<file path="src/rtl/parameter_pkg.sv">
// Shared writeback packet type and default sizing for the writeback stage.
package parameter_pkg;

  localparam int ROB_WIDTH     = 5;
  localparam int PHY_WIDTH     = 6;
  localparam int DATA_WIDTH    = 32;
  localparam int WB_NUM_SRC    = 3;
  localparam int WB_NUM_PORTS  = 2;
  localparam int WB_FIFO_DEPTH = 4;

  typedef struct packed {
    logic [ROB_WIDTH-1:0]  rob_id;
    logic [PHY_WIDTH-1:0]  rd_phy;
    logic                  rd_we;
    logic [DATA_WIDTH-1:0] data;
  } wb_pkt_t;

endpackage

</file>
<file path="src/rtl/wb_fifo.sv">
// Per-source completion FIFO; head is read combinationally so the arbiter
// can grant and load the output registers in the same cycle.
module wb_fifo
  import parameter_pkg::*;
#(
  parameter int  DEPTH = WB_FIFO_DEPTH,
  localparam int PTR_W = $clog2(DEPTH),
  localparam int CNT_W = $clog2(DEPTH + 1)
) (
  input  logic             clk,
  input  logic             rst,
  input  logic             clear,
  input  logic             push,
  input  wb_pkt_t          push_pkt,
  input  logic             pop,
  output wb_pkt_t          head,
  output logic [CNT_W-1:0] count,
  output logic             full,
  output logic             empty
);

  wb_pkt_t          mem [DEPTH];
  logic [PTR_W-1:0] rd_ptr_reg;
  logic [PTR_W-1:0] wr_ptr_reg;
  logic [CNT_W-1:0] count_reg;
  logic             do_push;
  logic             do_pop;

  assign full    = (count_reg == CNT_W'(DEPTH));
  assign empty   = (count_reg == '0);
  assign do_push = push && !full;
  assign do_pop  = pop && !empty;
  assign head    = mem[rd_ptr_reg];
  assign count   = count_reg;

  // Storage is not reset; a write discarded by clear is never reachable.
  always_ff @(posedge clk) begin
    if (do_push) begin
      mem[wr_ptr_reg] <= push_pkt;
    end
  end

  always_ff @(posedge clk) begin
    if (!rst || clear) begin
      rd_ptr_reg <= '0;
      wr_ptr_reg <= '0;
      count_reg  <= '0;
    end else begin
      if (do_push) wr_ptr_reg <= wr_ptr_reg + 1'b1;
      if (do_pop)  rd_ptr_reg <= rd_ptr_reg + 1'b1;
      count_reg <= count_reg + CNT_W'(do_push) - CNT_W'(do_pop);
    end
  end

endmodule

</file>
<file path="src/rtl/writeback_arbiter.sv">
// Buffered writeback stage: per-source FIFOs drained round-robin onto
// NUM_WB registered writeback ports, with flush and stall accounting.
module writeback_arbiter #(
  parameter int  NUM_SRC    = parameter_pkg::WB_NUM_SRC,
  parameter int  NUM_WB     = parameter_pkg::WB_NUM_PORTS,
  parameter int  FIFO_DEPTH = parameter_pkg::WB_FIFO_DEPTH,
  parameter int  DATA_WIDTH = parameter_pkg::DATA_WIDTH,
  parameter int  PHY_WIDTH  = parameter_pkg::PHY_WIDTH,
  parameter int  ROB_WIDTH  = parameter_pkg::ROB_WIDTH,
  localparam int SRC_W      = $clog2(NUM_SRC)
) (
  input  logic                         clk,
  input  logic                         rst,
  input  logic                         flush,
  input  logic [NUM_SRC-1:0]           src_valid,
  output logic [NUM_SRC-1:0]           src_ready,
  input  logic [NUM_SRC*ROB_WIDTH-1:0] src_rob_id,
  input  logic [NUM_SRC*PHY_WIDTH-1:0] src_rd_phy,
  input  logic [NUM_SRC-1:0]           src_rd_we,
  input  logic [NUM_SRC*DATA_WIDTH-1:0] src_data,
  output logic [NUM_WB-1:0]            wb_valid,
  output logic [NUM_WB*ROB_WIDTH-1:0]  wb_rob_id,
  output logic [NUM_WB*PHY_WIDTH-1:0]  wb_rd_phy,
  output logic [NUM_WB-1:0]            wb_rd_we,
  output logic [NUM_WB*DATA_WIDTH-1:0] wb_data,
  output logic [NUM_WB*SRC_W-1:0]      wb_src,
  output logic [31:0]                  stall_cnt
);
  import parameter_pkg::*;

  localparam int CNT_W = $clog2(FIFO_DEPTH + 1);

  wb_pkt_t            push_pkt [NUM_SRC];
  wb_pkt_t            head [NUM_SRC];
  logic [CNT_W-1:0]   fifo_count [NUM_SRC];
  logic [NUM_SRC-1:0] fifo_full;
  logic [NUM_SRC-1:0] fifo_empty;
  logic [NUM_SRC-1:0] push;
  logic [NUM_SRC-1:0] grant;

  logic [SRC_W-1:0]   rr_ptr_reg;
  logic [SRC_W-1:0]   rr_ptr_next;
  logic [SRC_W-1:0]   slot_src [NUM_WB];
  logic [NUM_WB-1:0]  slot_vld;
  logic               stall;

  wb_pkt_t            out_pkt_reg [NUM_WB];
  logic [SRC_W-1:0]   out_src_reg [NUM_WB];
  logic [NUM_WB-1:0]  out_vld_reg;
  logic [31:0]        stall_cnt_reg;

  for (genvar gi = 0; gi < NUM_SRC; gi++) begin : g_src
    assign push_pkt[gi] = '{
      rob_id: src_rob_id[gi*ROB_WIDTH +: ROB_WIDTH],
      rd_phy: src_rd_phy[gi*PHY_WIDTH +: PHY_WIDTH],
      rd_we:  src_rd_we[gi],
      data:   src_data[gi*DATA_WIDTH +: DATA_WIDTH]
    };
    // Ready comes from registered count only, so no valid-to-ready path.
    assign src_ready[gi] = (fifo_count[gi] != CNT_W'(FIFO_DEPTH));
    assign push[gi]      = src_valid[gi] && !fifo_full[gi] && !flush;

    wb_fifo #(.DEPTH(FIFO_DEPTH)) u_fifo (
      .clk      (clk),
      .rst      (rst),
      .clear    (flush),
      .push     (push[gi]),
      .push_pkt (push_pkt[gi]),
      .pop      (grant[gi]),
      .head     (head[gi]),
      .count    (fifo_count[gi]),
      .full     (fifo_full[gi]),
      .empty    (fifo_empty[gi])
    );
  end

  always_comb begin
    int idx;
    int n;
    grant       = '0;
    slot_vld    = '0;
    rr_ptr_next = rr_ptr_reg;
    n           = 0;
    for (int k = 0; k < NUM_WB; k++) slot_src[k] = '0;
    for (int j = 0; j < NUM_SRC; j++) begin
      idx = int'(rr_ptr_reg) + j;
      if (idx >= NUM_SRC) idx = idx - NUM_SRC;
      if (!fifo_empty[idx] && n < NUM_WB) begin
        grant[idx]  = 1'b1;
        slot_src[n] = SRC_W'(idx);
        slot_vld[n] = 1'b1;
        n           = n + 1;
        rr_ptr_next = (idx == NUM_SRC - 1) ? '0 : SRC_W'(idx + 1);
      end
    end
    stall = |(~fifo_empty & ~grant);
  end

  // Data fields of idle slots hold; only valid is cleared by flush.
  always_ff @(posedge clk) begin
    if (!rst) begin
      out_vld_reg   <= '0;
      rr_ptr_reg    <= '0;
      stall_cnt_reg <= '0;
      for (int k = 0; k < NUM_WB; k++) begin
        out_pkt_reg[k] <= '0;
        out_src_reg[k] <= '0;
      end
    end else if (flush) begin
      out_vld_reg <= '0;
    end else begin
      out_vld_reg <= slot_vld;
      rr_ptr_reg  <= rr_ptr_next;
      if (stall && stall_cnt_reg != '1) stall_cnt_reg <= stall_cnt_reg + 32'd1;
      for (int k = 0; k < NUM_WB; k++) begin
        if (slot_vld[k]) begin
          out_pkt_reg[k] <= head[slot_src[k]];
          out_src_reg[k] <= slot_src[k];
        end
      end
    end
  end

  for (genvar gi = 0; gi < NUM_WB; gi++) begin : g_wb
    assign wb_valid[gi]                           = out_vld_reg[gi] && !flush;
    assign wb_rob_id[gi*ROB_WIDTH +: ROB_WIDTH]   = out_pkt_reg[gi].rob_id;
    assign wb_rd_phy[gi*PHY_WIDTH +: PHY_WIDTH]   = out_pkt_reg[gi].rd_phy;
    assign wb_rd_we[gi]                           = out_pkt_reg[gi].rd_we;
    assign wb_data[gi*DATA_WIDTH +: DATA_WIDTH]   = out_pkt_reg[gi].data;
    assign wb_src[gi*SRC_W +: SRC_W]              = out_src_reg[gi];
  end

  assign stall_cnt = stall_cnt_reg;

endmodule

</file>
<file path="config.mk">
export PLATFORM = sky130hd
export DESIGN_NAME = writeback_arbiter
export DESIGN_NICKNAME = d
export VERILOG_FILES = /design/src/rtl/parameter_pkg.sv /design/src/rtl/wb_fifo.sv /design/src/rtl/writeback_arbiter.sv
export SDC_FILE = /design/constraint.sdc
export NUM_CORES = 1
export LEC_CHECK = 0
export ABC_AREA = 1
export CAP_MARGIN = 30
export CORE_MARGIN = 2
export CORE_UTILIZATION = 50
export CTS_BUF_LIST = sky130_fd_sc_hd__clkbuf_4 sky130_fd_sc_hd__clkbuf_8
export CTS_CLUSTER_SIZE = 24
export DETAILED_ROUTE_END_ITERATION = 7
export HOLD_SLACK_MARGIN = 0.12
export PLACE_DENSITY = 0.71
export SYNTH_ARGS = -nofsm -noshare
export SYNTH_HDL_FRONTEND = slang
export SYNTH_SLANG_ARGS = --single-unit
</file>
<file path="constraint.sdc">
create_clock -name clk -period 4.3 [get_ports clk]
set_input_delay 0.86 -clock clk [delete_from_list [all_inputs] [get_ports clk]]
set_output_delay 0.86 -clock clk [all_outputs]
set_load 0.005 [all_outputs]
</file>
After elaboration in Yosys (flattened, before gate mapping)
Memory sizes are Yosys's and may differ from the RTL's. A register that Yosys moved wholly into a read port is not among the register bits.
Index checks and enable logic that the tools add are counted.
Operators by class
  multiplexer cells: 76
  bitwise operators: 17
  reduce and logical (&&, ||, !) cells: 42
  $add $sub $neg: 22
  equality and inequality tests: 11
  $lt $le $gt $ge: 21
Operator list (number)
  44-bit two-way mux: 6
  44-bit binary-select mux with 2-bit select: 2
  32-bit by 1-bit greater-or-equal comparator with 1-bit output, second input constant: 5
  32-bit by 3-bit < comparator with 1-bit output, second input constant: 4
  32-bit two-way mux: 4
  32-bit by 3-bit == test with 1-bit output, second input constant: 3
  32-bit by 4-bit < comparator with 1-bit output, second input constant: 3
  32-bit by 2-bit greater-or-equal comparator with 1-bit output, second input constant: 2
  32-bit by 1-bit < comparator with 1-bit output, second input constant: 2
  32-bit inverter: 2
  2-bit two-way mux: 19
  32-bit by 1-bit adder with 32-bit output, second input constant: 1
  32-bit by 2-bit adder with 32-bit output, second input constant: 1
  32-bit != test, second input constant: 1
  1-bit two-way mux: 28
  1-bit logical AND: 24
  2-bit by 1-bit adder with 2-bit output, second input constant: 6
  1-bit logical NOT: 10
  3-bit by 1-bit adder with 3-bit output: 3
  3-bit == test, second input constant: 3
  3-bit logical NOT: 3
  3-bit two-way mux: 3
  3-bit != test, second input constant: 3
  3-bit by 1-bit subtractor with 3-bit output: 3
  other kinds (27): 48
Storage, ports and cells
  word-level logic and storage cells: 206
  memories: 5
  output and inout port bits: 129
  bits of input ports: 138
  bits in registers: 57
  RAM bits: 620
Memory list
  g_src[0].u_fifo.mem: words 4, bits a word 44, rd ports 1, clocked after memory_dff 1, wr ports 1, line wb_fifo.sv:22  | wb_pkt_t mem [DEPTH];
  g_src[1].u_fifo.mem: words 4, bits a word 44, rd ports 1, clocked after memory_dff 1, wr ports 1, line wb_fifo.sv:22
  g_src[2].u_fifo.mem: words 4, bits a word 44, rd ports 1, clocked after memory_dff 1, wr ports 1, line wb_fifo.sv:22
  out_pkt_reg: words 2, bits a word 44, rd ports 2, clocked after memory_dff 0, wr ports 2, line writeback_arbiter.sv:47  | wb_pkt_t out_pkt_reg [NUM_WB];
  out_src_reg: words 2, bits a word 2, rd ports 2, clocked after memory_dff 0, wr ports 2, line writeback_arbiter.sv:48  | logic [SRC_W-1:0] out_src_reg [NUM_WB];

Depth between registers and ports, before layout
  word-level depth: 21
  gate-level depth with buffers: 20

Cells and area by module
Synthesis repeated with hierarchy kept, for this count alone.
Unflattened totals
  cells, all modules: 2581
  area, all modules: 29345.6 um^2
Modules (own cells, without submodules)
  wb_fifo (g_src[0].u_fifo ...): times used 2, area an instance 7100.6 um^2, cells an instance 496
  writeback_arbiter: times used 1, area an instance 8045.2 um^2, cells an instance 1094
  wb_fifo (g_src[1].u_fifo): times used 1, area an instance 7099.3 um^2, cells an instance 495

Worst setup path before layout
No wires, ideal clock.
  path kind: input -> register
  start: input port flush
  end: memory g_src[1].u_fifo.mem[0][0] (netlist bit) (enable)
  buffers on the path: 1
  setup slack: 749 ps
  setup time: 445 ps
  stages: 4
  required time: 3855 ps
  data arrival time: 3106 ps
  path through: buf_2 > nor2_1 > inv_1 > nor2_1
Between the ends
  word-level cells in the longest chain between the ends: 5
RTL lines
  from (decl): line writeback_arbiter.sv:14  | input logic flush,
  1-bit logical NOT: line writeback_arbiter.sv:61  | assign push[gi] = src_valid[gi] && !fifo_full[gi] && !flush;
  1-bit logical AND: line writeback_arbiter.sv:61
  1-bit logical AND: line wb_fifo.sv:31  | assign do_push = push && !full;
  via g_src[1].u_fifo.do_push: line wb_fifo.sv:26  | logic do_push;
  1-bit two-way mux: line wb_fifo.sv:38  | if (do_push) begin
  1-bit two-way mux (not written as such): line wb_fifo.sv:39  | mem[wr_ptr_reg] <= push_pkt;
  to (decl): line wb_fifo.sv:22
The timed path passes the listed nets, and every way through them passes these cells.

Worst setup path after layout
  start: register rr_ptr_reg[0]
  end: register g_src[0].u_fifo.count_reg[2]
Between the ends
  word-level cells in the longest chain between the ends: 14
RTL lines
  from (decl): line writeback_arbiter.sv:41  | logic [SRC_W-1:0] rr_ptr_reg;
  from (signal assigned): line writeback_arbiter.sv:113  | rr_ptr_reg <= rr_ptr_next;
  2-bit by 2-bit subtractor with 3-bit output (tied with other cells): line writeback_arbiter.sv:87  | if (idx >= NUM_SRC) idx = idx - NUM_SRC;
  32-bit two-way mux (tied with other cells): line writeback_arbiter.sv:87
  1-bit binary-select mux with 2-bit select / 32-bit two-way mux (equally long branches): line writeback_arbiter.sv:88, writeback_arbiter.sv:87
  1-bit two-way mux (not written as such) / 1-bit binary-select mux with 2-bit select (equally long branches): line writeback_arbiter.sv:88  | if (!fifo_empty[idx] && n < NUM_WB) begin
  1-bit two-way mux (not written as such): line writeback_arbiter.sv:88
  1-bit two-way mux: line writeback_arbiter.sv:88
  32-bit by 3-bit < comparator with 1-bit output / 1-bit logical NOT (equally long branches): line writeback_arbiter.sv:88
  1-bit logical AND: line writeback_arbiter.sv:88
  32-bit two-way mux: line writeback_arbiter.sv:88
  32-bit by 3-bit < comparator with 1-bit output: line writeback_arbiter.sv:88
  1-bit logical AND: line writeback_arbiter.sv:88
  3-bit two-way mux *: line writeback_arbiter.sv:88
  1-bit logical AND *: line wb_fifo.sv:32  | assign do_pop = pop && !empty;
  via g_src[0].u_fifo.do_pop: line wb_fifo.sv:27  | logic do_pop;
  3-bit by 1-bit subtractor with 3-bit output *: line wb_fifo.sv:51  | count_reg <= count_reg + CNT_W'(do_push) - CNT_W'(do_pop);
  to (signal assigned): line wb_fifo.sv:51
  to (decl): line wb_fifo.sv:25  | logic [CNT_W-1:0] count_reg;
The timed path passes the listed nets; every way through them passes the cells marked *. The select of a mux whose other input is x is not followed.
A chain may end at the register's enable or synchronous reset.

==> results_dict.tcl <==
set metrics [dict create \
    drt_iter0_drc 2412 \
    grt_max_degree 134 \
    die_area_mm2 0.0592 \
    post-route-period-util_pct 89.7 \
    wl_met1_um 33700 \
    die_y_um 243 \
    dp_hpwl_um 53400 \
    vias 20800 \
    max-vdd-ir-drop_v 0.000562 \
    syn_nets 2653 \
    maxCapViolCount 0 \
    rrSetupSlack_ns 0.44 \
    fin_area_mm2 0.0346 \
    setup.worst_path.end "g_src[0].u_fifo.count[2]" \
    core-area_mm2 0.0565 \
    crit_slowest_cell "ha_1" \
    r2r-start "rr_ptr_reg[0]" \
    largest_register_ff_count 528 \
    wire_per_inst_um 22.2 \
    num_io_pins 267 \
    cts.sinks 683 \
    syn2layout_area_growth_pct 20.6 \
    start_util_pct 50.7 \
    wl_met2_um 36400 \
    crit_fanout 8 \
    slew_headroom_pct 35.1 \
    end_kind "flip-flop" \
    crit_type "flip-flop to flip-flop" \
    synthXorXnorAreaFrac_pct 1.04 \
    cp_num_cells 19 \
    cp_data_arrival_time_ns 4.49 \
    routed_wirelength_um 80200 \
    io_buffers 266 \
    period_needed_ns 3.86 \
    rsz0062_at_grt "false" \
    synthSimpleGateAreaFrac_pct 13.6 \
    worstMarginPinSlew_ns 0.974 \
    via_per_inst 5.75 \
    root_buffer "clkbuf_8" \
    clkLatencyLatePin_ns 0.71 \
    synth_compound_area_share_pct 10.6 \
    clkSlewWorstSetupHoldPaths_ns 0.06 \
    drive_gt1_share_pct 9.68 \
    hold_viol 0 \
    synth.ff_latch_count 683 \
    startpoint_type "flip-flop" \
    cpPeakStageDelay_ns 0.39 \
    cts_buffers 109 \
    leakagePower_nw 12.5 \
    antenna_found_initial 6 \
    drc 0 \
    highest_layer "met5" \
    r2r_cells 19 \
    yosysWarnings 0 \
    worst_path_most_repeated_cell "inv_1" \
    nets 2934 \
    final_util_pct 61.2 \
    cts_setup_buffers 0 \
    die_x_um 243 \
    status "completed" \
    synthAdderAreaFrac_pct 1.34 \
    htreeDepth 3 \
    first_pass_iters 5 \
    synth_seq_area_share_pct 69.4 \
    grt_usage_pct 26.7 \
    grt_pass1_wl_um 119000 \
    dpl-instance-area_mm2 0.0323 \
    hold_path_class "flip-flop to flip-flop" \
    yosysUniqueCellTypes 40 \
    power.density_mw_per_mm2 546 \
    fmax_ghz 0.259 \
    avgSynthCellArea_um2 11.5 \
    row_count 87 \
    finalClockSkew_ns 0.0233 \
    worstPathCellList "inv_1, ha_1, inv_2, nand3_1, nand2_1, nand2_1, nand2_2, inv_1, ha_1, inv_1, nand4_1, a31oi_2, ha_1, inv_1, ha_1, inv_1, fa_1, or2_2, a21oi_1" \
    worst-path-buf-inv 6 \
    ant_nets 0 \
    wl_met3_um 7750 \
    cp-startpoint "rr_ptr_reg[0]" \
    ctsLongestPathBuffers 3 \
    first_global_vias 19500 \
    crit_family "adder cells" \
    r2r_end "g_src[0].u_fifo.count[2]" \
    cp.required_ns 4.93 \
    synth_mux_area_share_pct 0 \
    syn_inst 2486 \
    syn_area_mm2 0.0287 \
    grt_overflow 0 \
    synth_top_family_by_area "simple AND/OR/NAND/NOR gates" \
    slew_viol_final 0 \
    holdWs_ns 0.481 \
    fin_tns_setup_ns 0 \
    cts_tree "done" \
    setup_viol 0 \
    gp_congestion 0.917 \
]
==> placed cells by master (no fill, tap or decap), drive strengths merged <==
cell	synthesis	final
nor2	174	174
clkdlybuf4s50	0	266
dfxtp	63	63
clkinvlp	0	1
nand2	545	545
buf	57	55
nand3b	1	1
and3	2	2
ha	26	26
a32oi	41	41
nand3	186	186
and2	1	1
clkbuf	94	142
inv	129	133
a31oi	4	4
o22ai	48	48
xnor2	12	12
edfxtp	620	620
a32o	43	43
or2	5	5
nor3b	1	1
o211ai	1	1
o21bai	1	1
bufinv	0	5
clkinv	3	47
a211oi	1	1
xor2	22	22
a21oi	212	212
nor3	13	13
nand4	13	13
diode	0	5
o21ai	165	165
fa	3	3
==> how the worst min path moves through the flow <==
stage               slack (ns)                          start  cells past startpoint                             to
floorplan                 0.43  g_src[0].u_fifo.rd_ptr_reg[1]                      2                      flip-flop
global placement          0.45  g_src[0].u_fifo.rd_ptr_reg[1]                      2  g_src[0].u_fifo.rd_ptr_reg[1]
detailed placement        0.46  g_src[0].u_fifo.rd_ptr_reg[1]                      2  g_src[0].u_fifo.rd_ptr_reg[1]
CTS                       0.48  g_src[0].u_fifo.rd_ptr_reg[1]                      2  g_src[0].u_fifo.rd_ptr_reg[1]
global route              0.50  g_src[0].u_fifo.rd_ptr_reg[1]                      2                      flip-flop
finish                    0.48  g_src[0].u_fifo.rd_ptr_reg[1]                      2  g_src[0].u_fifo.rd_ptr_reg[1]
==> synthesized netlist by cell type (all sizes together) <==
library cell,instances,area (µm²)
fa,3,60.1
edfxtp,620,18600
a32oi,41,359
o211ai,1,7.51
xnor2,12,105
buf,57,302
nand4,13,81.3
o21bai,1,7.51
nor3b,1,7.51
and2,1,6.26
clkinv,3,11.3
a21oi,212,1060
nor3,13,65.1
inv,129,484
dfxtp,63,1260
or2,5,31.3
clkbuf,94,353
nand3,186,948
nor2,174,676
xor2,22,193
nand2,545,2060
a211oi,1,7.51
a31oi,4,25.0
nand3b,1,7.51
and3,2,12.5
o22ai,48,300
o21ai,165,848
ha,26,325
a32o,43,430
==> worst min-delay path: stages (launching register included) <==
cell and delay (ns):
dfxtp_1 0.32, inv_1 0.05, a21oi_1 0.07
==> per-stage QoR <==
step | worst slack [ns] | cells | power (W)
after floorplan | 0.749 | 2486 | 0.0111
after detailed placement | 0.343 | 3411 | 0.0134
after CTS | 0.313 | 3607 | 0.0189
final | 0.442 | 3613 | 0.0189
after global routing | 0.143 | 3610 | 0.0197
after global placement | 0.426 | 3410 | 0.0133
==> final cells by class <==
type | instances | area, µm²
fillers | 4395 | 21900
multi-input cells | 1520 | 7750
diodes | 5 | 12.5
flip-flops and latches | 683 | 19900
inverters | 132 | 497
clock buffers | 142 | 1790
repair buffers | 321 | 3290
well taps | 756 | 946
clock inverters | 54 | 395
==> metal layers <==
metal	vias to the layer above	global-route usage, %
li1	9469	-
met1	10100	38.9
met2	1046	40.3
met3	141	5.56
met4	8	8.53
met5	-	0
==> power by group <==
group | switching [W] | internal (W) | leakage [nW]
logic | 0.00321 | 0.00182 | 5.04
clock network | 0.00253 | 0.00302 | 1.16
registers | 0.000335 | 0.00795 | 6.28
total | 0.00608 | 0.0128 | 12.5
==> cell families after synthesis <==
logic type | Yosys count
flip-flops | 683
adder cells (fa/ha/maj) | 29
AO/OA/AOI/OAI | 516
AND/OR/NAND/NOR | 941
XOR/XNOR | 34
buffers and inverters | 283
==> timing repair <==
item	4_1_cts	5_1_grt
setup endpoints to repair	0	1
hold buffers	0	0
resized for setup	0	1
No activity file was read; power rests on OpenSTA's default activity.
==> variant: new RTL, same flow settings <==
Set the package constant `DATA_WIDTH` to 64 (it was 32).
--- a/src/rtl/parameter_pkg.sv
+++ b/src/rtl/parameter_pkg.sv
@@ -3,7 +3,7 @@
 
   localparam int ROB_WIDTH     = 5;
   localparam int PHY_WIDTH     = 6;
-  localparam int DATA_WIDTH    = 32;
+  localparam int DATA_WIDTH    = 64;
   localparam int WB_NUM_SRC    = 3;
   localparam int WB_NUM_PORTS  = 2;
   localparam int WB_FIFO_DEPTH = 4;
Interface: changed (resized src_data and wb_data); port bits go from 267 to 427. The function was not compared with the original's and may differ.
==> variant against the unedited design <==
- sequential cell count up 448
- routed wire length up 61%
- non-clock buffer count up 167
- core utilization down 0.86 points
- sequential share of layout area up 2.5 points
- area after synthesis up 63%
- setup slack better by 0.057 ns
- cell area up 61%
- total power up 58%
- fmax up 1.5%
- highest routed layer unchanged
==> variant: results (changes against the unedited design) <==
metric;value;unit;change
dpl_cell_area;52100;um^2;was 32300 um^2
synth_nets;4108;;was 2653
layout.cells.non_filler;5667;;was 3613
synthesis.instances;3845;;was 2486
place_inst;5332;;was 3411
p_sw_frac;0.311;;was 0.322
gpl.final_weighted_congestion;0.947;;was 0.917
reg2regPathDepth;18;;was 19
power.share.clock;0.292;;was 0.294
cts.path.max_buffers;3;;unchanged
grt_resource_usage_total;0.265;;was 0.267
synth-warning-count;0;;unchanged
initial_antenna_violation_count;45;;was 6
cts.repair_timing.setup_buffer_count;0;;unchanged
final_layout_size_suffix_gt1_frac;0.0972;;was 0.0968
worst_path_max_delay_cell;sky130_fd_sc_hd__buf_4;;was sky130_fd_sc_hd__ha_1
largest_reg_flops;912;;was 528
cp_max_stage_delay;0.53;ns;was 0.39 ns
synth_top_cells_by_area;sky130_fd_sc_hd__edfxtp_1 (69%), sky130_fd_sc_hd__nand2_1 (6.9%), sky130_fd_sc_hd__o21ai_0 (3.1%), sky130_fd_sc_hd__a21oi_1 (2.7%), sky130_fd_sc_hd__dfxtp_1 (2.7%);;was sky130_fd_sc_hd__edfxtp_1 (65%), sky130_fd_sc_hd__nand2_1 (7.1%), sky130_fd_sc_hd__dfxtp_1 (4.4%), sky130_fd_sc_hd__a21oi_1 (3.7%), sky130_fd_sc_hd__nand3_1 (3.2%)
crit_family;simple AND/OR/NAND/NOR gates;;was adder cells
timing.critical_path.fanout_max;60;;was 8
grt_pass1_vias;29700;;was 19500
synth.lib_cells_used.distinct;44;;was 40
worstSkewPairLatency;0.84;ns;was 0.71 ns
vias_per_cell;5.69;;was 5.75
drtIter0Drc;4104;;was 2412
nNetsFinal;4534;;was 2934
power_sequential;13.9;mW;was 8.29 mW
synth-edff-count;1068;;was 620
ir_drop;517;uV;was 562 uV
synth.top_cells.by_count;sky130_fd_sc_hd__edfxtp_1 (1068), sky130_fd_sc_hd__nand2_1 (859), sky130_fd_sc_hd__nor2_1 (298), sky130_fd_sc_hd__o21ai_0 (290), sky130_fd_sc_hd__a21oi_1 (252);;was sky130_fd_sc_hd__edfxtp_1 (620), sky130_fd_sc_hd__nand2_1 (539), sky130_fd_sc_hd__a21oi_1 (212), sky130_fd_sc_hd__nand3_1 (184), sky130_fd_sc_hd__nor2_1 (169)
grt_first_pass_wirelength;187;mm;was 119 mm
dp_hpwl;85.6;mm;was 53.4 mm
worst_clock_skew;0.0311;ns;was 0.0233 ns
synth_seq_area_share;0.715;;was 0.694
power_frac_seq;0.468;;was 0.439
h-tree-depth;4;;was 3
routedWlPerCell;22.8;um;was 22.2 um
dp_slack;0.589;ns;was 0.343 ns
drtPass1Iterations;8;;was 5
cts_buffers;180;;was 109
numPortBuffers;426;;was 266
status;completed;;unchanged
## variant: cell types whose count changed in the layout (fill, tap and decap cells not counted), sizes merged, moves of 17 or more
cell,change
nand2,+328
edfxtp,+448
clkdlybuf4s50,+160
or2,+17
inv,+24
a21oi,+40
nor2,+141
o21ai,+201
o22ai,+19
clkbuf,+107
nand3,-21
a32o,+72
## variant: worst paths after layout
path	from	end	slack, ns
setup / recovery	rr_ptr_reg[0]	out_pkt_reg[0][103]	0.50
hold / removal	stall_cnt[17]	stall_cnt[17]	0.50
setup reg to reg	rr_ptr_reg[0]	out_pkt_reg[0][103]	0.50
hold reg to reg	stall_cnt[17]	stall_cnt[17]	0.50
## variant: area by class of cell
class / count / area (um^2)
repair buffers: 488 / 4940
clock buffers: 249 / 3050
flip-flops and latches: 1131 / 33300
clock inverters: 65 / 330
fillers: 7186 / 36500
diodes: 21 / 52.6
multi-input cells: 2318 / 11700
inverters: 152 / 591
well taps: 1243 / 1560
## variant: cell families (layout without fill, tap and decap cells)
kind of cell | after synthesis | after routing | share of synthesized area
AOI/OAI and AO/OA | 851 | 851 | 0.110
xor gates and xnor gates | 33 | 33 | 0.00620
buffers and inverters | 396 | 954 | 0.0369
other | 0 | 21 | 0
DFF | 1131 | 1131 | 0.715
adders and majority gates | 29 | 29 | 0.00827
and+or+nand+nor | 1405 | 1405 | 0.124
## variant: metrics by stage
| step | TNS (ns) | util |
|---|---|---|
| floorplan | -627.25 | - |
| global placement | 0 | 0.566 |
| detailed placement | 0 | 0.566 |
| CTS | 0 | 0.603 |
| global route | 0 | 0.603 |
| finish | 0 | 0.603 |
## variant: worst register-to-register path, stage by stage, from the launching register on
cell and delay, ns:
sky130_fd_sc_hd__dfxtp_1 0.38, sky130_fd_sc_hd__inv_1 0.08, sky130_fd_sc_hd__ha_1 0.44, sky130_fd_sc_hd__inv_2 0.15
sky130_fd_sc_hd__nand3_1 0.09, sky130_fd_sc_hd__nand2_1 0.08, sky130_fd_sc_hd__nand2_1 0.10, sky130_fd_sc_hd__nand2_2 0.15
sky130_fd_sc_hd__inv_1 0.06, sky130_fd_sc_hd__ha_1 0.17, sky130_fd_sc_hd__inv_1 0.21, sky130_fd_sc_hd__nand3_4 0.18
sky130_fd_sc_hd__nor2_4 0.18, sky130_fd_sc_hd__nand2_1 0.11, sky130_fd_sc_hd__nand2_4 0.24, sky130_fd_sc_hd__buf_4 0.53
sky130_fd_sc_hd__nand2_1 0.14, sky130_fd_sc_hd__o21ai_0 0.14, sky130_fd_sc_hd__o21ai_1 0.09
## variant: layer usage
metal,global-route usage,wire [um],up-vias
met5,0,281,-
met4,0.102,3990,40
met3,0.0750,13300,218
met2,0.385,57200,1536
met1,0.380,54400,15700
li1,-,-,14800
